`config.mk`:
```
export PLATFORM = sky130hd
export DESIGN_NAME = parity_circuit_tester_flat
export DESIGN_NICKNAME = d
export VERILOG_FILES = /design/src/rtl/parity_circuit_tester_pkg.sv /design/src/rtl/parity_circuit_tester_if.sv /design/src/rtl/parity_circuit_tester_settle_timer.sv /design/src/rtl/parity_circuit_tester.sv /design/src/flat_wrapper.sv
export SDC_FILE = /design/constraint.sdc
export NUM_CORES = 1
export LEC_CHECK = 0
export ABC_AREA = 1
export CORE_MARGIN = 2
export CORE_UTILIZATION = 45
export CTS_BUF_LIST = sky130_fd_sc_hd__clkbuf_8 sky130_fd_sc_hd__clkbuf_16
export DETAILED_ROUTE_END_ITERATION = 10
export GPL_TIMING_DRIVEN = 0
export PLACE_DENSITY_LB_ADDON = 0.12
export SLEW_MARGIN = 0
export SYNTH_ARGS = -nofsm -noshare
export SYNTH_HDL_FRONTEND = slang
export SYNTH_SLANG_ARGS = --single-unit
```
`constraint.sdc`:
```
create_clock -name clk -period 4.2 [get_ports clk]
set_input_delay 0.84 -clock clk [delete_from_list [all_inputs] [get_ports clk]]
set_output_delay 0.84 -clock clk [all_outputs]
set_load 0.03 [all_outputs]
```
`src/rtl/parity_circuit_tester_pkg.sv`:
```
// Shared types and helpers for the evolved-circuit parity testers.
// Holds the tester state encoding, the golden parity function and the settle floor.
package parity_test_pkg;

  typedef enum logic [2:0] {
    IDLE,
    DRIVE,
    SAMPLE,
    NEXT,
    DONE
  } state_t;

  // Two synchroniser flops plus one cycle of margin before a sample is trusted
  localparam int MIN_SETTLE = 3;

  function automatic logic golden_parity(input logic [7:0] vec, input logic invert);
    return (^vec) ^ invert;
  endfunction

endpackage

```
`src/rtl/parity_circuit_tester_if.sv`:
```
// Bundle between the evolution controller, the parity tester and one evolved circuit.
// The slave side is the tester; the master side is everything around it.
interface parity_circuit_tester_if #(
  parameter int N_INPUTS = 3,
  parameter int REPEATS  = 1
);

  localparam int V     = 2 ** N_INPUTS;
  localparam int ERR_W = $clog2(V * REPEATS + 1);

  logic                start;
  logic                abort;
  logic [N_INPUTS-1:0] dut_in;
  logic                dut_out;
  logic                busy;
  logic                done;
  logic [ERR_W-1:0]    error_cnt;
  logic [V-1:0]        fail_map;

  modport master (
    output start,
    output abort,
    output dut_out,
    input  dut_in,
    input  busy,
    input  done,
    input  error_cnt,
    input  fail_map
  );

  modport slave (
    input  start,
    input  abort,
    input  dut_out,
    output dut_in,
    output busy,
    output done,
    output error_cnt,
    output fail_map
  );

endinterface

```
`src/rtl/parity_circuit_tester_settle_timer.sv`:
```
// Down-counter giving each driven vector a fixed settle window before sampling.
// Load restarts the window; zero flags that the window has elapsed.
module settle_timer #(
  parameter int SETTLE_CYCLES = 4
) (
  input  logic clk,
  input  logic rst,
  input  logic load,
  output logic zero
);

  localparam int            W        = (SETTLE_CYCLES > 1) ? $clog2(SETTLE_CYCLES) : 1;
  localparam logic [W-1:0]  LOAD_VAL = W'(SETTLE_CYCLES - 1);

  logic [W-1:0] cnt;

  // Counts down to zero and parks there until the next load
  always_ff @(posedge clk or posedge rst) begin
    if (rst) begin
      cnt <= '0;
    end else if (load) begin
      cnt <= LOAD_VAL;
    end else if (cnt != '0) begin
      cnt <= cnt - W'(1);
    end
  end

  assign zero = (cnt == '0);

endmodule

```
`src/rtl/parity_circuit_tester.sv`:
```
// Sweeps every input vector into an evolved parity circuit and scores its output.
// Produces a mismatch count and a per-vector fail map for fitness evaluation.
module parity_circuit_tester
  import parity_test_pkg::*;
#(
  parameter int N_INPUTS      = 3,
  parameter int SETTLE_CYCLES = 4,
  parameter int REPEATS       = 1,
  parameter int INVERT        = 0
) (
  input  logic                    clk,
  input  logic                    rst,
  parity_circuit_tester_if.slave  bus
);

  localparam int                  V          = 2 ** N_INPUTS;
  localparam int                  ERR_W      = $clog2(V * REPEATS + 1);
  localparam int                  EFF_SETTLE = (SETTLE_CYCLES < MIN_SETTLE) ? MIN_SETTLE : SETTLE_CYCLES;
  localparam logic [N_INPUTS-1:0] VEC_LAST   = N_INPUTS'(V - 1);
  localparam logic [3:0]          REP_LAST   = 4'(REPEATS - 1);
  localparam logic                INV_BIT    = (INVERT != 0);

  state_t              state;
  state_t              state_next;
  logic [N_INPUTS-1:0] vec;
  logic [3:0]          rep;
  logic                sync_meta;
  logic                sync_out;
  logic                timer_load;
  logic                timer_zero;

  settle_timer #(
    .SETTLE_CYCLES(EFF_SETTLE)
  ) u_timer (
    .clk  (clk),
    .rst  (rst),
    .load (timer_load),
    .zero (timer_zero)
  );

  // The circuit output is unclocked and may glitch, so only the resynchronised copy is scored
  always_ff @(posedge clk or posedge rst) begin
    if (rst) begin
      sync_meta <= 1'b0;
      sync_out  <= 1'b0;
    end else begin
      sync_meta <= bus.dut_out;
      sync_out  <= sync_meta;
    end
  end

  always_ff @(posedge clk or posedge rst) begin
    if (rst) begin
      state <= IDLE;
    end else begin
      state <= state_next;
    end
  end

  // Every transition into DRIVE reloads the settle window
  always_comb begin
    state_next = state;
    timer_load = 1'b0;
    case (state)
      IDLE: begin
        if (bus.start && !bus.abort) begin
          state_next = DRIVE;
          timer_load = 1'b1;
        end
      end
      DRIVE: begin
        if (bus.abort) begin
          state_next = IDLE;
        end else if (timer_zero) begin
          state_next = SAMPLE;
        end
      end
      SAMPLE: begin
        state_next = bus.abort ? IDLE : NEXT;
      end
      NEXT: begin
        if (bus.abort) begin
          state_next = IDLE;
        end else if (vec == VEC_LAST && rep == REP_LAST) begin
          state_next = DONE;
        end else begin
          state_next = DRIVE;
          timer_load = 1'b1;
        end
      end
      DONE: begin
        state_next = IDLE;
      end
      default: begin
        state_next = IDLE;
      end
    endcase
  end

  // Abort keeps partial scores but releases the circuit and never pulses done
  always_ff @(posedge clk or posedge rst) begin
    if (rst) begin
      vec           <= '0;
      rep           <= '0;
      bus.dut_in    <= '0;
      bus.busy      <= 1'b0;
      bus.done      <= 1'b0;
      bus.error_cnt <= '0;
      bus.fail_map  <= '0;
    end else begin
      bus.done <= 1'b0;
      if (state != IDLE && bus.abort) begin
        bus.busy   <= 1'b0;
        bus.dut_in <= '0;
      end else begin
        case (state)
          IDLE: begin
            if (bus.start && !bus.abort) begin
              vec           <= '0;
              rep           <= '0;
              bus.dut_in    <= '0;
              bus.busy      <= 1'b1;
              bus.error_cnt <= '0;
              bus.fail_map  <= '0;
            end
          end
          SAMPLE: begin
            if (sync_out != golden_parity(8'(vec), INV_BIT)) begin
              bus.fail_map[vec] <= 1'b1;
              if (bus.error_cnt != '1) begin
                bus.error_cnt <= bus.error_cnt + ERR_W'(1);
              end
            end
          end
          NEXT: begin
            if (vec != VEC_LAST) begin
              vec        <= vec + N_INPUTS'(1);
              bus.dut_in <= vec + N_INPUTS'(1);
            end else if (rep != REP_LAST) begin
              vec        <= '0;
              rep        <= rep + 4'd1;
              bus.dut_in <= '0;
            end
          end
          DONE: begin
            bus.done <= 1'b1;
            bus.busy <= 1'b0;
          end
          default: begin
          end
        endcase
      end
    end
  end

endmodule

```
`src/flat_wrapper.sv`:
```
// flat-port wrapper written by rule: the top's interface ports become plain ports
module parity_circuit_tester_flat import parity_test_pkg::*;
#(
  parameter int N_INPUTS      = 3,
  parameter int SETTLE_CYCLES = 4,
  parameter int REPEATS       = 1,
  parameter int INVERT        = 0
)
  (clk, rst, bus_start, bus_abort, bus_dut_out, bus_dut_in, bus_busy, bus_done, bus_error_cnt, bus_fail_map);
  parity_circuit_tester_if #(.N_INPUTS(N_INPUTS), .REPEATS(REPEATS)) bus_i ();
  input  logic clk;
  input  logic rst;
  input wire logic [$bits(bus_i.start)-1:0] bus_start;
  input wire logic [$bits(bus_i.abort)-1:0] bus_abort;
  input wire logic [$bits(bus_i.dut_out)-1:0] bus_dut_out;
  output wire logic [$bits(bus_i.dut_in)-1:0] bus_dut_in;
  output wire logic [$bits(bus_i.busy)-1:0] bus_busy;
  output wire logic [$bits(bus_i.done)-1:0] bus_done;
  output wire logic [$bits(bus_i.error_cnt)-1:0] bus_error_cnt;
  output wire logic [$bits(bus_i.fail_map)-1:0] bus_fail_map;
  assign bus_i.start = bus_start;
  assign bus_i.abort = bus_abort;
  assign bus_i.dut_out = bus_dut_out;
  assign bus_dut_in = bus_i.dut_in;
  assign bus_busy = bus_i.busy;
  assign bus_done = bus_i.done;
  assign bus_error_cnt = bus_i.error_cnt;
  assign bus_fail_map = bus_i.fail_map;
  parity_circuit_tester #(.N_INPUTS(N_INPUTS), .SETTLE_CYCLES(SETTLE_CYCLES), .REPEATS(REPEATS), .INVERT(INVERT)) u_core (.clk(clk), .rst(rst), .bus(bus_i));
endmodule
```
Word level (Yosys, flattened, before mapping). Index checks and enable logic that the tools add are counted.

Flip-flop bits (word level): 31. Logic and storage cells: 95.

Eq/ne operators: 17. $add $sub $neg: 4. Magnitude comparators: 2. Muxes and demuxes: 35. Reduce and logical (&&, ||, !) cells: 24. Bitwise operators: 2.

Operators with widths (number): 3-bit two-way mux (9); 4-bit two-way mux (5); 8-bit two-way mux (2); 4-bit one-hot mux with 2 select lines (2); 8-bit one-hot mux with 2 select lines (1); 3-bit one-hot mux with 4 select lines (1); 5-bit AND reduction (2); 3-bit nonzero test (3); 4-bit by 1-bit adder with 4-bit output, second input constant (2); 1-bit two-way mux (8); 2-bit by 1-bit inequality test with 1-bit output, second input constant (4); 8-bit OR (1); 4-bit AND reduction (2); 2-bit nonzero test (4); 8-bit parity (1); 3-bit by 2-bit == test with 1-bit output, second input constant (2); 3-bit == test, second input constant (2); 2-bit two-way mux (3); 3-bit by 1-bit inequality test with 1-bit output, second input constant (2); 3-bit one-hot mux with 2 select lines (1); 1-bit logical AND (4); 4-bit zero test (1); 3-bit by 4-bit < comparator with 1-bit output, second input constant (1); 4-bit by 1-bit inequality test with 1-bit output, second input constant (1); other kinds (18) (20).

Longest topological paths before layout.
Word-level depth: 7. Depth in mapped cells: 10. Depth with buffers taken out: 10.

Hierarchy. From an unflattened synthesis, not the netlist that was laid out.

Cell total of the unflattened synthesis: 206. Area total of the unflattened synthesis: 1684.1 µm².

Modules (own cells, without submodules): parity_circuit_tester (area an instance 1569.0 µm², cells an instance 191, times used 1); settle_timer (area an instance 115.1 µm², cells an instance 15, times used 1).

Worst setup path before layout. OpenSTA, ideal clock, no wires.

Path kind: input to register. From: input bus_abort. To: register u_core.bus.fail_map[2]. Path slack: 2.605 ns. Arrival time: 1.471 ns. Stages: 7. Path through: inv_2 > nand4_2 > nand2_4 > nand2_4 > buf_8 > nand2_2 > o21ai_2.

Cells in the longest elaborated chain, start to end: 4. Elaborated cells on any way between the ends: 6. Those cells by class: 1 x eq/ne; 1 x bitwise; 4 x reduce/logical.

RTL lines: start, declared (line flat_wrapper.sv:14) `input wire logic [$bits(bus_i.abort)-1:0] bus_abort;`; 1-bit zero test (line parity_circuit_tester.sv:118) `if (bus.start && !bus.abort) begin`; 1-bit logical AND (line parity_circuit_tester.sv:118); 2-bit by 1-bit inequality test with 1-bit output (no line); 4-bit AND reduction (no line) *; end signal, assigned (line parity_circuit_tester.sv:109) `bus.fail_map <= '0;`; end signal, assigned (line parity_circuit_tester.sv:124) `bus.fail_map <= '0;`; end signal, assigned by index (line parity_circuit_tester.sv:129) `bus.fail_map[vec] <= 1'b1;`; end, declared (line parity_circuit_tester_if.sv:39) `output fail_map`.

Mark *: on every way between the ends. The rest lies on a longest branch, timed or not. A chain may end at the register's enable or synchronous reset.

Worst setup path in the final report.
From: register u_core.bus.error_cnt[2]. To: output bus_error_cnt[2].

RTL lines: start, declared (line parity_circuit_tester_if.sv:38) `output error_cnt,`; start signal, assigned (line parity_circuit_tester.sv:131) `bus.error_cnt <= bus.error_cnt + ERR_W'(1);`; end, declared (line flat_wrapper.sv:19) `output wire logic [$bits(bus_i.error_cnt)-1:0] bus_error_cnt;`.

No word-level cell between the ends.

==> Flow_metrics.wiki <==
{| class="wikitable"
! Metric !! Value
|-
| Run status || finished clean
|-
| Aggregate global routing overflow || 0
|-
| CTS hold repair buffers || 0
|-
| Clock Skew || around 1.3 ps
|-
| Ratio of routed vias to standard cells || 4.96
|-
| Max-cap check violation count || 0
|-
| CTS root buffer || clkbuf_8
|-
| Crit path cell chain || clkdlybuf4s50_1
|-
| Post-detailed-route DRC marker count || 0
|-
| CTS tree || done
|-
| DIE HEIGHT || approximately 66 µm
|-
| Worst slack after detailed placement || 1850 ps
|-
| Final critical-path share of the clock period || between 50% and 60%
|-
| Clock Sink Count || 31
|-
| Total power || 0.00110 W
|-
| Total of warnings raised by yosys || 0
|-
| Cells after Synth || roughly 220
|-
| Number of buffers inserted to repair setup after CTS || 0
|-
| Worst IR Drop VDD || between 0.0002 and 0.0003 V
|-
| Detailed router's first-iteration violation count || 109
|-
| Maximum cell stage delay along the critical path || a little under 700 ps
|-
| Most common library cell in the layout ignoring fill and taps || nand2_1
|-
| I/O pin total || 22
|-
| Total wire length after detailed routing || between 3000 and 4000 µm
|-
| H-tree level count || 2
|-
| Largest fanout on the critical path || 5
|-
| Hold Crit Class || reg -> reg
|-
| Nature of the critical path startpoint || register
|-
| Critical Setup Path Class || reg -> out
|-
| Worst slew margin relative to its limit || roughly 71%
|-
| Cell type of the slowest stage on the worst timing path || clkdlybuf4s50_1
|-
| Final Max Tran Viols || 0
|-
| Count of buffers inserted at the top-level ports || 21
|-
| Mean routed wirelength per cell || about 12 µm
|-
| Row count || 22
|-
| Final hold slack || ~350 ps
|-
| Pwr/cell area || approximately 500 nW/µm²
|-
| Timing-limited maximum frequency || ~450 MHz
|-
| Area added between synthesis and finish || 22.8%
|-
| Share of the yosys chip area belonging to registers || between 40% and 50%
|-
| Final HPWL DP || around 2400 µm
|-
| Final estimated routing congestion in global placement || about 0.8
|-
| Drt pass-1 iters || 4
|-
| Total Neg Setup Slack || 0 ps
|-
| Number of failing setup endpoints in the final timing report || 0
|-
| Kind of end point of the critical path || output pin
|-
| Overall via count from detail_route || 1459
|-
| Commonest cells after routing, fill and taps aside || 60 x nand2_1, 31 x dfrtp_1, 24 x inv_1
|-
| Leakage power of the design || ~1.1 nW
|-
| Area of the mapped netlist || between 1500 and 2000 µm²
|-
| Unrepaired setup endpoints after global routing || no
|-
| Post-detailed-route count of antenna-violating nets || 0
|-
| Worst setup margin || ~2000 ps
|-
| Die Footprint || 4400 µm²
|-
| Number of buffers between clock root and the deepest sink || 2
|-
| Final critical delay including setup and external delays || between 2000 and 2500 ps
|-
| FF+latch count, synth || 31
|-
| Largest delay contributor family on the critical path || buffers and inverters
|-
| Avg Inst Size Synth || slightly above 8 µm²
|-
| Critical path arrival || between 1000 and 1500 ps
|-
| First-pass GRT wire length || about 6200 µm
|-
| Pin count of the biggest net entering global routing || 32
|-
| Crit path required time || around 3400 ps
|-
| Final Net Count || roughly 260
|-
| WP buf/inv || 1
|-
| CTS clock-pin slew for the worst setup and hold paths || 60 ps
|-
| Share of final-layout standard cells stronger than drive strength 1 || around 14%
|-
| Count of placed standard cells in the final layout, fillers left out || slightly below 300
|-
| Number of cells upsized or downsized after cts || 0
|-
| Placeable core region || about 3700 µm²
|-
| Initial core utilization || between 40% and 50%
|-
| Instance count after placement with tap cells included || about 290
|-
| Actual transition at the worst max-transition pin || approximately 440 ps
|-
| Yosys cell types || 29
|-
| Fin. Hold Viols || 0
|-
| Mapped Nets || between 200 and 250
|-
| Worst-skew pair later-pin latency || between 200 and 300 ps
|-
| Antenna violations before repair || 0
|-
| Number of global-route vias before repair || approximately 1300
|-
| Total CTS buffers || 5
|-
| GRT Resource Usage Total || 18.7%
|-
| Antenna cell count || 0
|-
| Floorplan die width || 66.3 µm
|}
sequential cells by signal, summed over array words and instances (netlist names):
register              count
u_core.bus.busy           1
u_core.vec                3
u_core.rep                4
u_core.sync_meta          1
u_core.sync_out           1
u_core.state              3
u_core.bus.done           1
u_core.bus.fail_map       8
u_core.u_timer.cnt        2
u_core.bus.dut_in         3
u_core.bus.error_cnt      4
worst paths after layout:
check	cells past startpoint	slack, ps	startpoint	end
worst max-delay path	1	1970	u_core.bus.error_cnt[2]	bus_error_cnt[2]
worst min-delay path	0	350	u_core.sync_meta	u_core.sync_out
worst max register to register	10	2580	u_core.vec[0]	u_core.bus.fail_map[2]
worst min register to register	0	350	u_core.sync_meta	u_core.sync_out
max in group asynchronous	3	2920	rst	u_core.vec[0]
min in group asynchronous	2	830	rst	u_core.bus.busy
report_power, final:
part	leakage, nW	internal [W]	switching (W)
combinational	0.589	0.000163	0.000291
sequential	0.418	0.000347	0.0000407
clock	0.0557	0.000147	0.000112
total	1.06	0.000657	0.000444
per-stage QoR:
| stage | util [%] | instance area (µm²) |
|---|---|---|
| finish | 58.1 | 2140 |
| detailed placement | 54.7 | 2020 |
| floorplan | - | 1750 |
| global route | 58.1 | 2140 |
| global placement | 54.7 | 2020 |
| CTS | 57.4 | 2120 |
area by class of cell:
cell class | instances | area [µm²]
flip-flops and latches | 31 | 776
clock inverters | 1 | 3.75
multi-input cells | 156 | 833
inverters | 26 | 100
plain buffers | 3 | 37.5
repair buffers | 22 | 238
clock buffers | 7 | 96.3
fillers | 346 | 1540
well taps | 48 | 60.1
routing by layer:
layer	up-vias	global-route usage [%]	share of wire [%]
met5	-	0	0
met4	0	6.12	1.5
met3	7	5.62	4.5
met2	26	29.3	47
met1	670	24.6	47
li1	756	-	-
cells in the mapped netlist:
library cell / count / area share, %
nor3_1: 6 / 1.7
buf_6: 2 / 1.3
xnor2_1: 1 / 0.50
a31oi_1: 1 / 0.36
inv_1: 23 / 4.9
dfrtp_1: 31 / 44
o21ai_1: 1 / 0.29
ha_1: 6 / 4.3
inv_2: 2 / 0.43
o21bai_1: 1 / 0.43
nor2_8: 1 / 1.1
nand3_2: 1 / 0.57
nand3_4: 1 / 1.0
nand2_2: 6 / 2.1
inv_4: 1 / 0.36
nand2_1: 60 / 13
nand4_2: 1 / 0.72
nor2_2: 1 / 0.36
a21oi_1: 3 / 0.86
nor4_1: 1 / 0.36
o21ai_2: 5 / 2.5
and2_1: 1 / 0.36
nand3_1: 13 / 3.7
nand2_4: 3 / 1.9
buf_8: 1 / 0.86
nor2_1: 22 / 4.7
o21ai_0: 12 / 3.4
a21oi_2: 1 / 0.50
nand4_1: 8 / 2.9
logic make-up after synthesis:
kind of cell / after synthesis / synth area share, %
and+or+nand+nor: 125 / 34.5
DFF: 31 / 44.4
buffers and inverters: 29 / 7.88
AOI/OAI and AO/OA: 24 / 8.38
adders and majority gates: 6 / 4.30
xor gates and xnor gates: 1 / 0.502
Note: power is estimated with default switching activity, not from simulation.
==> patch, RTL diff (same flow settings) <==
`INVERT` is set to 0 in 2 places; all go to 1.
--- a/src/rtl/parity_circuit_tester.sv
+++ b/src/rtl/parity_circuit_tester.sv
@@ -6,7 +6,7 @@
   parameter int N_INPUTS      = 3,
   parameter int SETTLE_CYCLES = 4,
   parameter int REPEATS       = 1,
-  parameter int INVERT        = 0
+  parameter int INVERT        = 1
 ) (
   input  logic                    clk,
   input  logic                    rst,
--- a/src/flat_wrapper.sv
+++ b/src/flat_wrapper.sv
@@ -4,7 +4,7 @@
   parameter int N_INPUTS      = 3,
   parameter int SETTLE_CYCLES = 4,
   parameter int REPEATS       = 1,
-  parameter int INVERT        = 0
+  parameter int INVERT        = 1
 )
   (clk, rst, bus_start, bus_abort, bus_dut_out, bus_dut_in, bus_busy, bus_done, bus_error_cnt, bus_fail_map);
   parity_circuit_tester_if #(.N_INPUTS(N_INPUTS), .REPEATS(REPEATS)) bus_i ();
Formal check against the unedited RTL: not equivalent (a bounded check fails within 10 cycles, from zero or initial values and one cycle with rst high).
==> patch against the original RTL <==
Maximum frequency down 2.2%. Routed wire length increased by 2.4%. Clock skew up 0.0034 ns. Non-clock buffer count is 2 lower. Synthesized cell count grew 4.2%. Synthesized area fell by 1.4%. Design area fell by 2.5%. Combinational power is 6.2% lower. Die area is 1.3% lower. Setup slack worse by 0.049 ns. Power fell by 2.9%. Sequential power increased by 1%. Count of clock-buffer cells in the layout unchanged. Sequential cell count unchanged. Critical path type unchanged.
==> patch: results (changes against the original RTL) <==
| Metric | Value |
|---|---|
| Filler cells | 380 (+9.8%) |
| Primary FF master, synth | dfrtp_1 |
| Hold Crit Start | u_core.sync_meta |
| ANT nets after route | 0 (unchanged) |
| First drt pass iteration count | 4 (unchanged) |
| Final hold slack | 0.354 ns (-0.000229 ns) |
| Compound-Gate Fraction of Synth Area | 6.10% (-2.3 points) |
| Final wirelength | 3530 µm (+2.4%) |
| NetSw | 0.000438 W (-1.3%) |
| Mapped Nets | 236 (+4.0%) |
| P_leak | 1.03 nW (-3.1%) |
| Dpl hpwl | 2560 µm (+6.0%) |
| Reg-to-reg slack, setup | 2.54 ns (-0.04 ns) |
| First-pass GRT wire length | 6380 µm (+3.2%) |
| Placed cell count | 294 (+3.2%) |
| Worst Skew | 0.00465 ns (+0.00339 ns) |
| Post-CTS setup buffer count | 0 (unchanged) |
| Number of cells on the worst hold path | 0 (unchanged) |
| Pre-CTS setup slack | 1.77 ns (-0.0787 ns) |
| Met1 GRT Util | 25.3% (+0.65 points) |
| CTS Buf Count | 5 (unchanged) |
| Largest net degree at the start of global routing | 32 (unchanged) |
| Hold Path Class | reg -> reg |
| Slowest CP cell | clkdlybuf4s50_1 |
| Final Wtd Congestion | 0.805 (-2.4%) |
| WL met2 | 1620 µm (+0.50%) |
| Fin cells | 302 (+2.7%) |
| Max transition margin | 21.9% (-49 points) |
| Fin util | 57.1% (-1.0 points) |
| 1st-iter DRT viols | 53 (-51%) |
| Area contributors post-synth | dfrtp_1 (45%), nand2_1 (14%), nand3_1 (9.9%) |
| Synth top cells by count | nand2_1 (62), nand3_1 (34), dfrtp_1 (31), inv_1 (31), nor2_1 (13) |
| Reg2Reg Depth | 9 (-1) |
| Fin nets | 264 (+3.1%) |
| Synth Instances | 225 (+4.2%) |
| Met2 GRT Util | 31.4% (+2.2 points) |
| CTS max path bufs | 2 (unchanged) |
| Total GRT Usage | 19.6% (+0.95 points) |
| IO buf count | 21 (unchanged) |
| Vias post-DR | 1525 (+4.5%) |
| Sequential fraction of the synthesis area | 45.1% (+0.65 points) |
| CP arrival | 1.44 ns (+0.05 ns) |
| Wire length on met3 | 142 µm (-8.4%) |
| Yosys warns | 0 (unchanged) |
| Xor/xnor cell area share of the yosys netlist | 1.53% (+1.0 points) |
| Peak VDD IR | 0.384 mV (+40%) |
| CP max stage delay | 0.71 ns (+0.02 ns) |
| M3 GR Usage | 4.60% (-1.0 points) |
| Layout cells sized above 1 | 9.45% (-4.4 points) |
| Worst reg2reg startpoint | u_core.vec[1] |
| Post-synthesis adder-cell area fraction | 4.36% (+0.062 points) |
| Post-synthesis cell type count | 24 (-17%) |
| R2R Path End | u_core.bus.fail_map[7] |
| Skew-Pair Late Insertion Delay | 0.28 ns (about the same) |
| Cell Area, Placed | 0.00199 mm² (-1.2%) |
| Critical Path Fanout Max | 6 (+1) |
| Outcome | finished, final reports clean |
| Worst Hold End | u_core.sync_out |
| Routed met1 length | 1700 µm (+4.8%) |
| DR top layer | met4 |
## patch: cell count changes in the layout (fill, tap and decap cells not counted), sizes merged
| cell | delta |
|---|---|
| nand3 | +21 |
| o21ai | -11 |
| inv | +9 |
| nor2 | -6 |
| a21oi | +4 |
| nand2 | -4 |
| nor3 | -4 |
| buf | -3 |
| a31oi | +1 |
| and2 | -1 |
| clkbuf | +1 |
| o21bai | -1 |
| xnor2 | +1 |
| xor2 | +1 |
## patch: final cells by class
cell class	count	share of cell area [%]
timing repair buffer	21	10.0
buffer	2	0.419
multi-input combinational	157	38.5
clock inverter	1	0.179
tap	48	2.87
clock buffer	7	4.61
inverter	35	6.28
sequential	31	37.1
## patch: power by group through the flow
stage          logic, W  clock network (W)  registers (W)
5_1_grt        0.000486           0.000276       0.000400
4_1_cts        0.000431           0.000259       0.000392
2_1_floorplan  0.000282                  0       0.000423
3_5_place_dp   0.000429                  0       0.000397
6_report       0.000426           0.000250       0.000393
3_3_place_gp   0.000419                  0       0.000396
## patch: cell families (layout without fill, tap and decap cells)
family                   count (synthesis)  count (layout)
adder cells (fa/ha/maj)                  6               6
XOR/XNOR                                 3               3
AO/OA/AOI/OAI                           17              17
flip-flops                              31              31
AND/OR/NAND/NOR                        131             131
buffers and inverters                   37              66
## patch: worst max-delay path by stage
stage	start	to	slack [ns]	cells past startpoint
5_1_grt	u_core.bus.error_cnt[2]	bus_error_cnt[2]	1.86	1
3_3_place_gp	bus_abort	u_core.bus.fail_map[2]	1.80	7
3_5_place_dp	bus_abort	u_core.bus.fail_map[7]	1.77	7
4_1_cts	u_core.bus.error_cnt[2]	bus_error_cnt[2]	1.92	1
6_report	u_core.bus.error_cnt[2]	bus_error_cnt[2]	1.92	1
2_1_floorplan	bus_start	u_core.bus.fail_map[0]	2.58	7
